**config.mk**
```make
export PLATFORM = sky130hd
export DESIGN_NAME = mixer_decimator
export DESIGN_NICKNAME = d
export VERILOG_FILES = /design/src/rtl/mixer_decimator.sv
export SDC_FILE = /design/constraint.sdc
export NUM_CORES = 1
export LEC_CHECK = 0
export ABC_AREA = 1
export CORE_AREA = 2 2 78 80
export CTS_CLUSTER_SIZE = 25
export DETAILED_ROUTE_END_ITERATION = 12
export DIE_AREA = 0 0 80 82
export DONT_BUFFER_PORTS = 1
export PLACE_DENSITY = 0.59
export SYNTH_ARGS = -nofsm -noshare
export SYNTH_HDL_FRONTEND = slang
export SYNTH_SLANG_ARGS = --single-unit
```
**constraint.sdc**
```tcl
create_clock -name clk -period 2.1 [get_ports clk]
set_input_delay 0.42 -clock clk [delete_from_list [all_inputs] [get_ports clk]]
set_output_delay 0.42 -clock clk [all_outputs]
set_load 0.1 [all_outputs]
```
**src/rtl/mixer_decimator.sv**
```systemverilog
// Integrate-and-dump decimator: sums 2**DECIM_LOG2 offset-binary samples as signed values and
// emits the window sum plus the floor mean re-offset to offset binary.
module mixer_decimator #(
  parameter int unsigned DW         = 12,
  parameter int unsigned DECIM_LOG2 = 6
) (
  input  logic                       clk,
  input  logic                       rst,
  input  logic [DW-1:0]              data_in,
  input  logic                       dval_in,
  input  logic                       sync_clr,
  output logic [DW-1:0]              data_out,
  output logic [DW+DECIM_LOG2-1:0]   sum_out,
  output logic                       drdy_out
);

  localparam int unsigned SW = DW + DECIM_LOG2;

  logic signed [SW-1:0]   acc_q, acc_d;
  logic [DECIM_LOG2-1:0]  cnt_q, cnt_d;
  logic [DW-1:0]          data_q, data_d;
  logic [SW-1:0]          sum_q, sum_d;
  logic                   drdy_q, drdy_d;

  logic signed [SW-1:0]   x_ext;
  logic signed [SW-1:0]   s;
  logic [DW-1:0]          mean;
  logic                   win_last;

  // Inverting the MSB turns offset binary into two's complement; then sign-extend.
  assign x_ext = {{DECIM_LOG2{~data_in[DW-1]}}, ~data_in[DW-1], data_in[DW-2:0]};
  assign s     = acc_q + x_ext;

  // Dropping the low DECIM_LOG2 bits of a two's-complement value is a floor division by N.
  assign mean     = s[SW-1:DECIM_LOG2];
  assign win_last = (cnt_q == {DECIM_LOG2{1'b1}});

  always_comb begin
    acc_d  = acc_q;
    cnt_d  = cnt_q;
    data_d = data_q;
    sum_d  = sum_q;
    drdy_d = 1'b0;
    if (sync_clr) begin
      acc_d = '0;
      cnt_d = '0;
    end else if (dval_in) begin
      if (win_last) begin
        sum_d  = s;
        data_d = {~mean[DW-1], mean[DW-2:0]};
        drdy_d = 1'b1;
        acc_d  = '0;
        cnt_d  = '0;
      end else begin
        acc_d = s;
        cnt_d = cnt_q + 1'b1;
      end
    end
  end

  always_ff @(posedge clk) begin
    if (rst) begin
      acc_q  <= '0;
      cnt_q  <= '0;
      data_q <= {1'b1, {(DW-1){1'b0}}};
      sum_q  <= '0;
      drdy_q <= 1'b0;
    end else begin
      acc_q  <= acc_d;
      cnt_q  <= cnt_d;
      data_q <= data_d;
      sum_q  <= sum_d;
      drdy_q <= drdy_d;
    end
  end

  assign data_out = data_q;
  assign sum_out  = sum_q;
  assign drdy_out = drdy_q;

endmodule

```
After elaboration in Yosys (flattened, before gate mapping). Cells that the tools add are included. W data, S select, Z words.

Register bits after elaboration: 55. Output and inout bits: 31. Logic and storage cells: 18.

Add/sub/neg operators: 2. Equal/unequal tests: 1. Mux-type cells: 3. Bitwise logic cells: 4. Reduce and logical (&&, ||, !) cells: 3.

Operators with widths (count): $add A18 B12 Y18 (1); $mux W18 (1); $add A6 B1 Y6 const B (1); $eq A6 B6 Y1 const B (1); $mux W6 (1); $not A1 Y1 (4); $reduce_and A3 Y1 (1); $reduce_or A3 Y1 (1); $reduce_or A2 Y1 (1); $mux W1 (1).

Logic depth before layout (Yosys ltp).
Word-level depth: 3. Depth in mapped cells: 13. Mapped depth without buffers: 13.

Worst setup path before layout. Ideal clock, no wire load.

Kind: input-to-reg. Start point: in data_in[0]. End point: reg data_q[8] (netlist: data_out[8]). Setup time: 0.109 ns. Data arrival time: 1.728 ns. Data required time: 1.991 ns. Path slack: 0.264 ns. Stages: 13. Buffers on the path: 0. Cells stage by stage: ha_1 -> inv_1 -> fa_1 -> o21ai_2 -> nand2_1 -> nand2_2 -> nand2_1 -> nand2_1 -> nand2_1 -> nand2_1 -> nand2_1 -> nand2_1 -> inv_1.

Word-level cells in the longest chain between the ends: 1.

Ends and longest elaborated chain: from (decl) (line 9) `input logic [DW-1:0] data_in,`; $add A18 B12 Y18 (line 32) `assign s = acc_q + x_ext;`; to (signal assigned) (line 65) `data_q <= {1'b1, {(DW-1){1'b0}}};`; to (signal assigned) (line 71) `data_q <= data_d;`; to (decl) (line 21) `logic [DW-1:0] data_q, data_d;`.

No other way between the ends. A chain may end at the register's enable or synchronous reset.

Final worst setup path.
Start point: reg acc_q[8]. End point: reg sum_q[17] (netlist: sum_out[17]).

Word-level cells in the longest chain between the ends: 1.

Ends and longest elaborated chain: from (decl) (line 19) `logic signed [SW-1:0] acc_q, acc_d;`; from (signal assigned) (line 63) `acc_q <= '0;`; from (signal assigned) (line 69) `acc_q <= acc_d;`; $add A18 B12 Y18 (line 32); to (signal assigned) (line 72) `sum_q <= sum_d;`; to (decl) (line 22) `logic [SW-1:0] sum_q, sum_d;`.

No other way between the ends.

==> metrics.md <==
| Metric | Value |
|---|---|
| Status | `complete, no violations` |
| Via count | `2428` |
| Yosys reg bits | `between 40 and 50` |
| Post-synth net total | `434` |
| Vias per cell | `about 5` |
| Initial Util | `47.9%` |
| Crit path required time | `approximately 2.3 ns` |
| HP Class | `input pin to flop` |
| Max_cap viols | `0` |
| Top_reg_cell synth | `dfxtp_1` |
| Post-DP HPWL | `approximately 4900 um` |
| Num CTS Buffers | `5` |
| Worst reg2reg path depth | `10` |
| Share of cells above drive strength 1 | `14.8%` |
| Diode count | `0` |
| Total GRT Usage | `around a fifth` |
| Crit start category | `flop` |
| Rel. slew slack | `between 40% and 50%` |
| Cells after Synth | `about 400` |
| Port-buffer cells | `0` |
| H-Tree Depth | `2` |
| Worst setup EP type | `flop` |
| Post-route ant nets | `0` |
| Clock Skew | `0.00361 ns` |
| Register area share after synthesis | `between 30% and 40%` |
| Final setup viols | `0` |
| CTS Root Buffer Type | `clkbuf_8` |
| Post-synth EDFFs | `0` |
| Pwr dens | `~560 mW/mm2` |
| Distinct cells, synth | `33` |
| Vias in the first global route | `between 2k and 2.5k` |
| Worst-Skew Late Latency | `0.29 ns` |
| First-pass GRT wire length | `around 11000 um` |
| Most numerous cell in the Yosys netlist | `nand2_1` |
| DR WL/cell | `about 13 um` |
| Final nets | `approximately 450` |
| P&R area growth vs syn | `8.91%` |
| CP Class | `flop to flop` |
| Drt first pass iters | `4` |
| Largest net degree at the start of global routing | `22` |
| Area leader, netlist | `dfxtp_1` |
| Min Tclk post-route | `around 1.9 ns` |
| First DRT Iteration DRCs | `between 90 and 100` |
| DIE AREA | `roughly 0.0066 mm2` |
| Tightest Pin Transition | `0.756 ns` |
| Setup TNS | `0 ns` |
| Non-Filler Instances | `a little under 500` |
| RSZ-0062 raised after global routing | `no` |
| Upper clock frequency limit | `between 500 and 600 MHz` |
| Gp weighted congestion | `0.867` |
| Final hold vios | `0` |
| Post-synthesis area per instance | `6.90 um2` |
| Overflow after GRT | `0` |
| Final-report max-slew violation count | `0` |
| Area contributors post-synth | `dfxtp_1, nand2_1, ha_1, inv_1, a21oi_1` |
| Ys async rst share | `0%` |
| Critical path peak fanout | `4` |
| WHS Path Cells | `1` |
| Worst R2R Setup Slack | `roughly 0.21 ns` |
| Peak VDD IR | `between 500 and 600 uV` |
| Die height | `slightly above 80 um` |
| Worst-path clk slew | `roughly 0.08 ns` |
| Row cnt | `28` |
| Core area | `~0.0057 mm2` |
| CTS tree | `done` |
| Clk buf depth | `2` |
| Die W | `~80 um` |
| Place WS | `between 0.07 and 0.08 ns` |
| Synthesis Warnings | `0` |
| Top cell type's share of synthesized area | `32.0%` |
| Dpl cells | `~480` |
| Post-synth top cells | `nand2_1, inv_1, dfxtp_1` |
| Initial antenna violation count | `0` |
| Ports | `47` |
| CP Data Arrival Time | `around 2.1 ns` |
| Final worst slack | `0.210 ns` |
| Fillcell total | `619` |
| Leakage power | `around 1.5 nW` |
| Drt total wl | `about 6300 um` |
| Post-synthesis cell area | `0.00275 mm2` |
| # DRC | `0` |
| Final period util | `between 90% and 100%` |
| Clock sink count | `44` |
[area by class of cell]
type / count / area, um2 / share of cell area, %
multi-input combinational: 279 / 1530 / 50.9
sequential: 44 / 895 / 29.8
inverter: 56 / 210 / 7.01
timing repair buffer: 25 / 188 / 6.26
tap: 75 / 93.8 / 3.13
clock buffer: 7 / 76.3 / 2.55
clock inverter: 1 / 8.76 / 0.292
[through the flow]
| step | area [um2] | power (mW) | hold WS [ns] | utilization, % |
|---|---|---|---|---|
| 5_1_grt | 3000 | 1.77 | 0.173 | 52.2 |
| 3_5_place_dp | 2900 | 1.16 | 0.461 | 50.5 |
| 3_3_place_gp | 2900 | 1.16 | 0.456 | 50.5 |
| 2_1_floorplan | 2750 | 1.10 | 0.449 | - |
| 6_report | 3000 | 1.68 | 0.183 | 52.2 |
| 4_1_cts | 2990 | 1.69 | 0.179 | 52.0 |
[registers in the layout, indices dropped and copies added, names as in the netlist]
register and cells:
data_out 12, acc_q 18, drdy_out 1, sum_out 7, cnt_q 6
[worst paths after layout]
check | from | endpoint
worst min-delay path | rst | sum_out[17]$_SDFFE_PP0P_
worst min register to register | acc_q[7]$_SDFFE_PP0P_ | acc_q[7]$_SDFFE_PP0P_
worst max-delay path | acc_q[8]$_SDFFE_PP0P_ | sum_out[17]$_SDFFE_PP0P_
worst max register to register | acc_q[8]$_SDFFE_PP0P_ | sum_out[17]$_SDFFE_PP0P_
[power breakdown]
part	internal [mW]	switching [mW]	total, mW	leakage [nW]
Combinational	0.101	0.189	0.290	1.14
Sequential	0.849	0.00910	0.858	0.362
Clock	0.238	0.294	0.532	0.0424
Total	1.19	0.492	1.68	1.55
[cell families (layout without fill, tap and decap cells)]
logic type | count (synthesis) | count (layout) | share of synthesized area [%]
compound gates | 75 | 75 | 16.1
flops | 44 | 44 | 32.0
simple gates | 175 | 175 | 27.2
fa+ha+maj | 19 | 19 | 8.91
buf+inv | 76 | 89 | 12.6
xor+xnor | 10 | 10 | 3.18
[cells in the final DEF (no fill, tap or decap), drive strengths merged]
cell,instances
o21ai,19
nand3b,1
o21bai,7
xnor2,3
a21oi,37
fa,1
a21o,3
ha,18
nand3,24
xor2,7
clkinv,1
a2bb2oi,2
o221ai,1
o22ai,1
nand2,116
clkbuf,7
or2,1
buf,25
inv,56
dfxtp,44
o21a,4
nor3,4
nor2,29
o211a,1
[per-layer routing]
metal / GRT usage (%) / wire length (um)
met1: 26.6 / 2890
met2: 35.7 / 3020
met3: 3.96 / 378
met4: 5.59 / 57
met5: 0 / 0
[worst max-delay path, cell delays in order (launching register included)]
cell and delay, ns:
dfxtp_1 0.32, ha_1 0.34, nand2_2 0.15, inv_1 0.07, a21oi_2 0.16, nand3_1 0.20, nand2_1 0.15, nand2_1 0.06
nand2_1 0.09, nand3_1 0.14, a21oi_1 0.15
[timing repair]
item / 4_1_cts / 5_1_grt
buffers inserted: 0 / 1
hold buffers: 0 / 0
gates resized for setup: 0 / 1
setup endpoints to repair: 0 / 9
No activity file was read; power rests on OpenSTA's default activity.
